`src/rtl/jam_cost_arbiter.sv`:
```
// Purpose : shares one cost-ROM read port (W,J -> Cost) among NUM_REQ engines, with round-robin grants and burst locking.
// Latency : grant is combinational (0 cycles); the response strobe follows the accepted beat by 2 edges.
// Backpr. : req is held until gnt; a locked owner blocks all others until release, even while its own req is low.
// Ports   : CLK/RST (async, active-high); req/req_last/req_w/req_j per engine; gnt one-hot;
//           W/J registered ROM address; Cost ROM data in; rsp_valid/rsp_cost registered response; locked.
module jam_cost_arbiter #(
  parameter int NUM_REQ   = 4,
  parameter int MAX_BURST = 8
) (
  input  logic                   CLK,
  input  logic                   RST,
  input  logic [NUM_REQ-1:0]     req,
  input  logic [NUM_REQ-1:0]     req_last,
  input  logic [3*NUM_REQ-1:0]   req_w,
  input  logic [3*NUM_REQ-1:0]   req_j,
  output logic [NUM_REQ-1:0]     gnt,
  output logic [2:0]             W,
  output logic [2:0]             J,
  input  logic [6:0]             Cost,
  output logic [NUM_REQ-1:0]     rsp_valid,
  output logic [6:0]             rsp_cost,
  output logic                   locked
);

  localparam logic [0:0] S_IDLE  = 1'b0;
  localparam logic [0:0] S_BURST = 1'b1;

  logic [0:0]         mode;
  logic [2:0]         owner;
  logic [2:0]         ptr;
  logic [3:0]         beat_cnt;
  // Tag stage 1 rides alongside W/J; rsp_valid itself is the second tag stage.
  logic               s1_vld;
  logic [2:0]         s1_idx;

  logic [2:0]         sel_idx;
  logic               sel_vld;
  logic               sel_last;
  logic [2:0]         sel_w;
  logic [2:0]         sel_j;
  logic [3:0]         scan_sum;
  logic [2:0]         scan_idx;
  logic [2:0]         nxt_ptr;
  logic               acc;
  logic [NUM_REQ-1:0] s1_oh;

  // Pick the requester. In IDLE, scan offsets from the highest down to 0 so the
  // last hit written is the one nearest ptr (the round-robin winner).
  always_comb begin
    sel_idx  = '0;
    sel_vld  = 1'b0;
    scan_sum = '0;
    scan_idx = '0;
    if (mode == S_BURST) begin
      sel_idx = owner;
      for (int i = 0; i < NUM_REQ; i++)
        if (3'(i) == owner) sel_vld = req[i];
    end else begin
      for (int k = NUM_REQ - 1; k >= 0; k--) begin
        scan_sum = {1'b0, ptr} + 4'(k);
        scan_idx = (scan_sum >= 4'(NUM_REQ)) ? 3'(scan_sum - 4'(NUM_REQ)) : 3'(scan_sum);
        for (int i = 0; i < NUM_REQ; i++)
          if (3'(i) == scan_idx && req[i]) begin
            sel_idx = 3'(i);
            sel_vld = 1'b1;
          end
      end
    end
  end

  assign acc = sel_vld & ~RST;

  always_comb begin
    gnt      = '0;
    sel_last = 1'b0;
    sel_w    = '0;
    sel_j    = '0;
    for (int i = 0; i < NUM_REQ; i++)
      if (3'(i) == sel_idx) begin
        gnt[i]   = acc;
        sel_last = req_last[i];
        sel_w    = req_w[3*i +: 3];
        sel_j    = req_j[3*i +: 3];
      end
  end

  assign nxt_ptr = (sel_idx == 3'(NUM_REQ - 1)) ? 3'd0 : sel_idx + 3'd1;

  always_comb begin
    s1_oh = '0;
    for (int i = 0; i < NUM_REQ; i++)
      if (3'(i) == s1_idx) s1_oh[i] = s1_vld;
  end

  always_ff @(posedge CLK or posedge RST) begin
    if (RST) begin
      mode      <= S_IDLE;
      owner     <= '0;
      ptr       <= '0;
      beat_cnt  <= '0;
      s1_vld    <= 1'b0;
      s1_idx    <= '0;
      W         <= '0;
      J         <= '0;
      rsp_valid <= '0;
      rsp_cost  <= '0;
      locked    <= 1'b0;
    end else begin
      s1_vld    <= acc;
      rsp_valid <= s1_oh;
      if (s1_vld) rsp_cost <= Cost;
      if (acc) begin
        s1_idx <= sel_idx;
        W      <= sel_w;
        J      <= sel_j;
        case (mode)
          S_IDLE: begin
            if (sel_last) begin
              ptr <= nxt_ptr;
            end else begin
              mode     <= S_BURST;
              owner    <= sel_idx;
              beat_cnt <= 4'd1;
              locked   <= 1'b1;
            end
          end
          S_BURST: begin
            // Forced release at MAX_BURST beats is silent; the engine simply re-arbitrates.
            if (sel_last || beat_cnt == 4'(MAX_BURST - 1)) begin
              mode   <= S_IDLE;
              ptr    <= nxt_ptr;
              locked <= 1'b0;
            end else begin
              beat_cnt <= beat_cnt + 4'd1;
            end
          end
          default: mode <= S_IDLE;
        endcase
      end
    end
  end

endmodule

```
`config.mk`:
```
export PLATFORM = sky130hd
export DESIGN_NAME = jam_cost_arbiter
export DESIGN_NICKNAME = d
export VERILOG_FILES = /design/src/rtl/jam_cost_arbiter.sv
export SDC_FILE = /design/constraint.sdc
export NUM_CORES = 1
export LEC_CHECK = 0
export BUFFER_PORTS_ARGS = -buffer_cell sky130_fd_sc_hd__buf_2
export CAP_MARGIN = 25
export CORE_UTILIZATION = 50
export CTS_CLUSTER_DIAMETER = 100
export CTS_CLUSTER_SIZE = 24
export DETAILED_ROUTE_END_ITERATION = 8
export PLACE_DENSITY = 0.79
export SLEW_MARGIN = 20
export SYNTH_ARGS = -nofsm -noshare
export SYNTH_HDL_FRONTEND = slang
export SYNTH_SLANG_ARGS = --single-unit
export TNS_END_PERCENT = 20
```
`constraint.sdc`:
```
create_clock -name CLK -period 3.8 [get_ports CLK]
set_input_delay 0.95 -clock CLK [delete_from_list [all_inputs] [get_ports CLK]]
set_output_delay 0.95 -clock CLK [all_outputs]
set_load 0.01 [all_outputs]
```
==> metrics.md, run 1 <==
| Metric | Value |
|---|---|
| Worst-margin pin slew | `about 0.45 ns` |
| Layout Cells excl Fill | `309` |
| Sequential cell area fraction in the yosys report | `around 43%` |
| Critical path's top delay family | `simple AND/OR/NAND/NOR gates` |
| RSZ-0062 raised after global routing | `no` |
| Largest net degree at the start of global routing | `34` |
| Detail Placement HPWL | `3120 µm` |
| Layout Utilization | `65.3%` |
| Core footprint | `3690 µm²` |
| GRT Util Overall | `20.1%` |
| Worst Path Buf+Inv | `3` |
| Crit path cell chain | `buf_2, nor2b_1, nor2_1, o21ai_0, o22ai_1, mux2_2, inv_1, ha_1, and2_1, buf_2` |
| Crit-path most repeated cell | `buf_2` |
| CTS buffer count | `5` |
| Final WL | `4100 µm` |
| Die width | `64.2 µm` |
| Maximum vdd drop | `0.452 mV` |
| Post-detailed-route wirelength per cell | `~13 µm` |
| Worst Path Arrival | `2.56 ns` |
| Commonest non-fill, non-tap cell in the layout | `buf_2` |
| Slowest-stage cell, CP | `mux2_2` |
| Setup Total Neg Slack | `0 ns` |
| Lkg Pwr | `1.17 nW` |
| Count of final hold-check violations | `0` |
| Residual DRC | `0` |
| Internal | `1.23 mW` |
| YS warnings | `0` |
| Fin. max-slew vios | `0` |
| CTS Sinks | `33` |
| Via count | `1,667` |
| PwrDens | `approximately 860 nW/µm²` |
| Required time worst endpoint | `about 2.9 ns` |
| Antenna viol nets, final | `0` |
| P&R area growth vs syn | `24.4%` |
| EDFF count, synth | `0` |
| Met3 GRT Util | `under 10%` |
| Post-placement cell area | `around 2300 µm²` |
| Pre-antenna DRT Iters | `4` |
| Crit path kind | `in -> out` |
| Crit end category | `output port` |
| Setup Skew | `0.00493 ns` |
| Routing usage on met2 | `32.9%` |
| Clk_lat worst skew | `0.29 ns` |
| Die area | `~4100 µm²` |
| Worst-case clock buffer depth | `2` |
| Ys flop type | `dfrtp_1` |
| Comb pwr share | `between 50% and 60%` |
| Final setup fails | `0` |
| Layout cells sized above 1 | `38.3%` |
| Crit share post-route | `92.3%` |
| F_max | `0.285 GHz` |
| Initial DRC Count | `53` |
| Clk root buf | `clkbuf_8` |
| Netlist cell types | `52` |
| Starting Density | `52.5%` |
| Pwr Total | `2.08 mW` |
| Row count | `22` |
| Syn avg cell area | `9.88 µm²` |
| Number of global-route vias before repair | `approximately 1.5k` |
| Placed Cells | `roughly 300` |
| Crit path time final | `3.51 ns` |
| Worst Hold Class | `reg -> reg` |
| Final WS setup | `about 0.3 ns` |
| Dpl ws | `approximately 0.18 ns` |
| WHS Path Cells | `2` |
| CTS tree | `built` |
| Clk pwr share | `15.9%` |
| Reg power frac | `roughly 29%` |
| Mapped Area | `1940 µm²` |
| Post-synth ARST share | `100%` |
| Htree depth | `2` |
| GRT busiest layer | `met2` |
| Net count reported at finish | `306` |
| Critical Path Fanout Max | `6` |
| Final instance area | `roughly 2400 µm²` |
| Grt met1 use | `26.0%` |
| Cells after Synth | `~200` |
| Cts hold-fix bufs | `0` |
| Clock Pin Slew Worst Setup and Hold Paths | `0.07 ns` |
| Setup Fix Bufs, Post-CTS | `0` |
| First-pass GRT wire length | `6390 µm` |
| PortBufs | `62` |
| Avg Vias per Cell | `5.39` |
| Syn_nets | `242` |
| Ant diodes | `0` |
| Status | `finished, final reports clean` |
| Worst Setup Start Kind | `input port` |
| Initial antenna violation count | `0` |
| Max-cap violations | `0` |
| Die Ht | `64.2 µm` |
| I/O Pins | `63` |
| GRT overflow | `0` |
| FF+latch count, synth | `33` |
| Most frequent cells in the layout | `buf_2, dfrtp_1, nand2_1` |
| Switching share of total power | `41.1%` |
| Relative slew slack | `69.8%` |
| Worst hold slack | `0.474 ns` |
| Switch Pwr | `approximately 0.86 mW` |
| Post-cts resize count | `0` |
| Critical Path Stages | `10` |
| GPL Wtd Cong | `0.840` |
| Worst R2R Path Depth | `13` |
| CP peak stage delay | `0.32 ns` |
worst paths after layout:
path                       startpoint        end  slack, ns
setup / recovery               req[0]     gnt[1]       0.29
hold / removal                   W[1]       W[1]       0.47
setup reg to reg               ptr[0]   owner[0]       0.61
hold reg to reg                  W[1]       W[1]       0.47
max in group asynchronous         RST       W[0]       2.75
min in group asynchronous         RST  s1_idx[1]       0.76
worst min-delay path: stages (launching register included):
cell and delay, ns:
dfrtp_1 0.34, nand2_1 0.04, o21ai_0 0.06
power by group through the flow:
| stage | registers (mW) | logic [mW] | clock network (mW) |
|---|---|---|---|
| after floorplan | 0.603 | 0.879 | 0 |
| after global placement | 0.601 | 1.12 | 0 |
| after detailed placement | 0.609 | 1.15 | 0 |
| after CTS | 0.604 | 1.15 | 0.336 |
| after global routing | 0.626 | 1.27 | 0.355 |
| final | 0.603 | 1.15 | 0.330 |
layout make-up:
| class | instances | area [µm²] |
|---|---|---|
| well taps | 48 | 60.1 |
| flip-flops and latches | 33 | 826 |
| inverters | 10 | 40.0 |
| clock inverters | 3 | 46.3 |
| fillers | 310 | 1280 |
| clock buffers | 5 | 68.8 |
| repair buffers | 67 | 348 |
| multi-input cells | 143 | 1020 |
kinds of logic after synthesis:
group,count (synthesis),synth area share [%]
AOI/OAI and AO/OA,58,21.7
adders and majority gates,5,3.23
buffers and inverters,20,4.65
DFF,33,42.6
muxes,14,9.17
and+or+nand+nor,66,18.6
layer usage:
metal  vias to the layer above  part of all wire [%]
met2                        49                    49
met1                       775                    45
met4                         0                   1.0
met5                         -                     0
li1                        838                     -
met3                         5                   4.5
synthesized netlist by cell type, types with 2 or more instances:
cell type / count / share of area (%)
dfrtp_1: 33 / 43
nand2_1: 24 / 4.7
o21ai_0: 22 / 5.7
inv_1: 9 / 1.7
mux2_2: 8 / 4.7
a221o_1: 7 / 3.6
nand3_1: 7 / 1.8
nor2_1: 7 / 1.4
a21oi_1: 5 / 1.3
and2_1: 5 / 1.6
ha_1: 5 / 3.2
nor2b_1: 5 / 1.6
buf_2: 4 / 1.0
clkbuf_1: 3 / 0.58
mux2_4: 3 / 2.3
nor3_1: 3 / 0.77
nor3b_1: 3 / 1.2
o22ai_1: 3 / 0.97
a211oi_1: 2 / 0.77
a22o_1: 2 / 0.90
buf_4: 2 / 0.77
mux2i_1: 2 / 1.0
o31ai_1: 2 / 0.77
o41ai_1: 2 / 0.90
state kept, by name, summed over array words and instances (netlist names):
name	cells
W	3
rsp_cost	7
mode	1
beat_cnt	4
ptr	3
s1_idx	3
rsp_valid	4
locked	1
J	3
owner	3
s1_vld	1
Note: power is estimated with default switching activity, not from simulation.
==> run 2: changes to the inputs <==
ABC_CLOCK_PERIOD_IN_PS = 3800   (was default)
PLACE_DENSITY = 0.86   (was 0.79)
==> run 2 against run 1 <==
Compared with the run above:
- register-to-register slack about the same
- sequential power up 4.1%
- worst setup slack worse by 0.014 ns
- power down 3.8%
- clock-buffer cell count up 3
- critical endpoint is now gnt[3]
- largest power group unchanged
- highest routed layer unchanged
==> metrics.md, run 2 (synthesized netlist as in run 1, its figures left out) <==
| Metric | Value |
|---|---|
| Status | `finished, final reports clean (unchanged)` |
| Ant diodes | `0 (unchanged)` |
| Crit path time final | `3.52 ns (was 3.51 ns)` |
| Critical Path Fanout Max | `7 (was 6)` |
| Initial antenna violation count | `0 (unchanged)` |
| Crit share post-route | `92.6% (was 92.3%)` |
| Initial DRC Count | `94 (was 53)` |
| Post-placement cell area | `2290 µm² (about the same)` |
| I/O Pins | `63 (unchanged)` |
| Die area | `4130 µm² (unchanged)` |
| Die Ht | `64.2 µm (unchanged)` |
| Largest net degree at the start of global routing | `34 (unchanged)` |
| Antenna viol nets, final | `0 (unchanged)` |
| Pre-antenna DRT Iters | `4 (unchanged)` |
| Biggest register | `rsp_cost (unchanged)` |
| Lkg Pwr | `1.15 nW (was 1.17 nW)` |
| Layout Cells excl Fill | `308 (was 309)` |
| Core footprint | `3690 µm² (unchanged)` |
| Cts hold-fix bufs | `0 (unchanged)` |
| CTS tree | `built (unchanged)` |
| Required time worst endpoint | `2.85 ns (about the same)` |
| Internal | `1.15 mW (was 1.23 mW)` |
| PortBufs | `62 (unchanged)` |
| Starting Density | `52.5% (unchanged)` |
| PwrDens | `846 nW/µm² (was 864 nW/µm²)` |
| First-pass GRT wire length | `6840 µm (was 6390 µm)` |
| Clk pwr share | `12.6% (was 15.9%)` |
| Max-cap violations | `0 (unchanged)` |
| Detail Placement HPWL | `3140 µm (was 3120 µm)` |
| Worst-margin pin slew | `0.576 ns (was 0.453 ns)` |
| Fin. max-slew vios | `0 (unchanged)` |
| Switching share of total power | `42.4% (was 41.1%)` |
| Layout cells sized above 1 | `36.9% (was 38.3%)` |
| Max FFs per register | `7 (unchanged)` |
| Final setup fails | `0 (unchanged)` |
| Maximum vdd drop | `0.421 mV (was 0.452 mV)` |
| Most frequent cells in the layout | `buf_2, dfrtp_1, nand2_1 (unchanged)` |
| Row count | `22 (unchanged)` |
| Post-cts resize count | `0 (unchanged)` |
| Comb pwr share | `56.0% (was 55.2%)` |
| Setup Fix Bufs, Post-CTS | `0 (unchanged)` |
| F_max | `0.284 GHz (was 0.285 GHz)` |
| Crit end category | `output port (unchanged)` |
| GRT Util Overall | `21.9% (was 20.1%)` |
| Final instance area | `2370 µm² (was 2410 µm²)` |
| CTS Sinks | `33 (unchanged)` |
| Clk_lat worst skew | `0.29 ns (about the same)` |
| Via count | `1,648 (was 1,667)` |
| Relative slew slack | `61.6% (was 69.8%)` |
| Clk root buf | `clkbuf_8 (unchanged)` |
| Final WL | `4230 µm (was 4100 µm)` |
| Worst Setup Start Kind | `input port (unchanged)` |
| Net count reported at finish | `305 (was 306)` |
| GPL Wtd Cong | `0.877 (was 0.840)` |
| P&R area growth vs syn | `22.2% (was 24.4%)` |
| Number of global-route vias before repair | `1,524 (was 1,485)` |
| Pwr Total | `2.00 mW (was 2.08 mW)` |
| Top flop regs | `rsp_cost x7, beat_cnt x4, rsp_valid x4 (unchanged)` |
| Worst Path Arrival | `2.57 ns (was 2.56 ns)` |
| Setup Total Neg Slack | `0 ns (unchanged)` |
| Commonest non-fill, non-tap cell in the layout | `buf_2 (unchanged)` |
| Crit path kind | `in -> out (unchanged)` |
| Post-detailed-route wirelength per cell | `13.7 µm (was 13.3 µm)` |
| Count of final hold-check violations | `0 (unchanged)` |
| Reg power frac | `31.3% (was 29.0%)` |
| Placed Cells | `300 (was 301)` |
| RSZ-0062 raised after global routing | `no (unchanged)` |
| Residual DRC | `0 (unchanged)` |
| Worst-case clock buffer depth | `2 (unchanged)` |
| GRT overflow | `0 (unchanged)` |
| Clock Pin Slew Worst Setup and Hold Paths | `0.07 ns (about the same)` |
| Switch Pwr | `0.849 mW (was 0.857 mW)` |
| CTS buffer count | `5 (unchanged)` |
| Setup Skew | `0.00928 ns (was 0.00493 ns)` |
| Die width | `64.2 µm (unchanged)` |
| Htree depth | `2 (unchanged)` |
| Avg Vias per Cell | `5.35 (was 5.39)` |
| Worst Hold Class | `reg -> reg (unchanged)` |
## run 2: cell count changes in the layout (fill, tap and decap cells not counted)
cell and change:
clkinv_4 -1, clkinvlp_4 -1, clkbuf_1 +3, buf_4 -1
bufinv_16 -1
## run 2: worst max-delay path, cell delays in order
cell and delay (ns):
buf_2 0.13, nor2b_1 0.14, o22ai_1 0.14, a21oi_1 0.11, o31ai_1 0.31, buf_4 0.19, ha_1 0.18, nand2_1 0.14
nor2_1 0.13, buf_2 0.14
## run 2: worst paths after layout
check                           slack [ns]  depth (start not counted)     endpoint  startpoint
min in group asynchronous             0.75                          3  beat_cnt[1]         RST
max in group asynchronous             2.75                          3    s1_idx[2]         RST
worst min register to register        0.47                          2         J[0]        J[0]
worst max register to register        0.62                         13     owner[0]      ptr[0]
worst min-delay path                  0.47                          2         J[0]        J[0]
worst max-delay path                  0.28                         10       gnt[3]      req[0]
## run 2: power groups by stage
| stage | registers, mW | logic (mW) | clock network, mW |
|---|---|---|---|
| after floorplan | 0.603 | 0.879 | 0 |
| after global placement | 0.628 | 1.09 | 0 |
| after detailed placement | 0.635 | 1.12 | 0 |
| after CTS | 0.628 | 1.13 | 0.257 |
| after global routing | 0.651 | 1.24 | 0.274 |
| final | 0.628 | 1.12 | 0.253 |
## run 2: routing by layer
layer	vias to the layer above	routed length, µm	GRT usage [%]
li1	832	-	-
met1	758	1930	28.5
met2	53	2000	34.7
met3	5	237	5.54
met4	0	53	8.61
met5	-	0	0
## run 2: through the flow
step                      hold WS, ns  util (%)  worst slack, ns
after global placement          0.456      62.0            0.248
after global routing            0.493      64.2           0.0816
after floorplan                 0.449         -            0.400
after detailed placement        0.466      62.0            0.166
after CTS                       0.481      64.2            0.278
final                           0.474      64.2            0.280
## run 2: area by class of cell
type                            count  area (µm²)
Inverter                           10        40.0
Fill cell                         315        1320
Sequential cell                    33         826
Clock buffer                        8        80.1
Timing Repair Buffer               66         340
Multi-Input combinational cell    143        1020
Tap cell                           48        60.1
==> run 3: changes to the inputs <==
ABC_CLOCK_PERIOD_IN_PS = 4400   (was 3800)
CORE_UTILIZATION = 54   (was 50)
PLACE_DENSITY = 0.91   (was 0.86)
clock period = 4.4 ns   (was 3.8 ns; I/O delays follow)
==> run 3 against run 2 <==
Compared with the run above:
- first-iteration DRC count is 21% lower
- cell count is 1.6% lower
- sequential power is 13% lower
- clock-buffer cell count is 3 lower
- power is 14% lower
- register-to-register slack better by 0.37 ns
- combinational power is 15% lower
- global-route usage is 1.8 points higher
- clock power is 8.3% lower
- highest routed layer unchanged
==> metrics.md, run 3 (synthesized netlist as in run 1, its figures left out) <==
| Metric | Value |
|---|---|
| Status | `finished, final reports clean (unchanged)` |
| Via count | `1,716 (was 1,648)` |
| Avg Vias per Cell | `5.66 (was 5.35)` |
| CTS Sinks | `33 (unchanged)` |
| Relative slew slack | `55.7% (was 61.6%)` |
| Residual DRC | `0 (unchanged)` |
| Worst-margin pin slew | `0.661 ns (was 0.576 ns)` |
| Fin. max-slew vios | `0 (unchanged)` |
| Clk root buf | `clkbuf_4 (was clkbuf_8)` |
| Hold path start | `W[0] (was J[0])` |
| Clk_lat worst skew | `0.34 ns (was 0.29 ns)` |
| P&R area growth vs syn | `21.1% (was 22.2%)` |
| Largest net degree at the start of global routing | `29 (was 34)` |
| Die Ht | `61.9 µm (was 64.2 µm)` |
| Sequential Area | `826 µm² (unchanged)` |
| Crit end category | `output port (unchanged)` |
| F_max | `0.248 GHz` |
| Detail Placement HPWL | `3170 µm (was 3140 µm)` |
| GPL Wtd Cong | `0.839 (was 0.877)` |
| Maximum vdd drop | `0.351 mV (was 0.421 mV)` |
| Post-detailed-route wirelength per cell | `13.6 µm (was 13.7 µm)` |
| CTS tree | `built (unchanged)` |
| Post-cts resize count | `0 (unchanged)` |
| Critical path startpoint | `req[0] (unchanged)` |
| Count of final hold-check violations | `0 (unchanged)` |
| Setup Total Neg Slack | `0 ns (unchanged)` |
| Max-cap violations | `0 (unchanged)` |
| Final instance area | `2350 µm² (was 2370 µm²)` |
| Worst-case clock buffer depth | `2 (unchanged)` |
| CTS buffer count | `5 (unchanged)` |
| Die width | `61.9 µm (was 64.2 µm)` |
| Die area | `3830 µm² (was 4130 µm²)` |
| GRT Util Overall | `23.8% (was 21.9%)` |
| Htree depth | `2 (unchanged)` |
| Core footprint | `3390 µm² (was 3690 µm²)` |
| Net count reported at finish | `302 (was 305)` |
| RSZ-0062 raised after global routing | `no (unchanged)` |
| Fill count | `244 (was 315)` |
| Antenna viol nets, final | `0 (unchanged)` |
| Biggest register | `rsp_cost (unchanged)` |
| Required time worst endpoint | `3.30 ns (was 2.85 ns)` |
| Pre-antenna DRT Iters | `6 (was 4)` |
| Worst hold slack | `0.481 ns (was 0.474 ns)` |
| Reg2reg start | `ptr[1] (was ptr[0])` |
| Worst Hold Class | `reg -> reg (unchanged)` |
| Final setup fails | `0 (unchanged)` |
| Setup Skew | `0.00980 ns (was 0.00928 ns)` |
| Row count | `21 (was 22)` |
| Ant diodes | `0 (unchanged)` |
| GRT overflow | `0 (unchanged)` |
| Initial DRC Count | `74 (was 94)` |
| Initial antenna violation count | `0 (unchanged)` |
| Post-placement cell area | `2260 µm² (was 2290 µm²)` |
| Crit path time final | `roughly 4 ns` |
| Crit share post-route | `about 90%` |
| PortBufs | `62 (unchanged)` |
| Lkg Pwr | `1.13 nW (was 1.15 nW)` |
| Multi-input logic area | `1020 µm² (unchanged)` |
| Layout cells sized above 1 | `37.4% (was 36.9%)` |
| Final WL | `4120 µm (was 4230 µm)` |
| PwrDens | `734 nW/µm² (was 846 nW/µm²)` |
| Number of global-route vias before repair | `1,523 (was 1,524)` |
| Most frequent cells in the layout | `buf_2, dfrtp_1, nand2_1 (unchanged)` |
| Cts hold-fix bufs | `0 (unchanged)` |
| Setup Fix Bufs, Post-CTS | `0 (unchanged)` |
| Crit path kind | `in -> out (unchanged)` |
| Critical Path Fanout Max | `13 (was 7)` |
| Clock Pin Slew Worst Setup and Hold Paths | `0.10 ns (was 0.07 ns)` |
| I/O Pins | `63 (unchanged)` |
| Top flop regs | `rsp_cost x7, beat_cnt x4, rsp_valid x4 (unchanged)` |
| Commonest non-fill, non-tap cell in the layout | `buf_2 (unchanged)` |
| Max FFs per register | `7 (unchanged)` |
| Starting Density | `57.1% (was 52.5%)` |
| First-pass GRT wire length | `6670 µm (was 6840 µm)` |
| Worst Setup Start Kind | `input port (unchanged)` |
| Worst Path Arrival | `2.94 ns (was 2.57 ns)` |
[run 3: cell count changes in the layout (fill, tap and decap cells not counted), sizes merged]
cell,previous run,this run
clkinv,0,1
buf,66,63
clkbuf,8,5
bufinv,0,1
clkinvlp,0,1
[run 3: cell type report]
class / instances / share of cell area, %
Multi-Input combinational cell: 143 / 43.5
Sequential cell: 33 / 35.2
Timing Repair Buffer: 63 / 13.5
Tap cell: 46 / 2.45
Clock inverter: 3 / 1.97
Inverter: 10 / 1.71
Clock buffer: 5 / 1.60
[run 3: path summary, 6_finish.rpt]
check / to / slack [ns] / cells past startpoint
min in group asynchronous: locked / 0.80 / 2
worst max-delay path: gnt[1] / 0.36 / 8
max in group asynchronous: J[0] / 2.94 / 3
worst max register to register: owner[0] / 0.99 / 12
worst min-delay path: W[0] / 0.48 / 2
worst min register to register: W[0] / 0.48 / 2
[run 3: power breakdown]
group / switching, mW / leakage, nW / internal (mW) / total, mW
Clock: 0.111 / 0.0414 / 0.120 / 0.232
Sequential: 0.123 / 0.413 / 0.421 / 0.544
Combinational: 0.503 / 0.678 / 0.443 / 0.947
Total: 0.738 / 1.13 / 0.985 / 1.72
[run 3: worst max-delay path, stage by stage]
cell	delay, ns
buf_2	0.13
nor2b_1	0.14
o22ai_1	0.13
a21oi_1	0.11
o31ai_1	0.49
ha_1	0.52
and2_1	0.18
buf_2	0.12
[run 3: metal layers]
layer	wire (µm)	global-route usage, %
met5	0	0
met4	53	8.57
met3	270	4.97
met2	2080	41.3
met1	1720	29.1
[run 3: through the flow]
stage	power (mW)	utilization, %	setup WS (ns)	instances
after floorplan	1.28	-	0.701	196
after global placement	1.46	66.7	0.439	295
after detailed placement	1.49	66.7	0.388	295
after CTS	1.72	69.2	0.385	303
after global routing	1.88	69.2	0.208	303
final	1.72	69.2	0.360	303
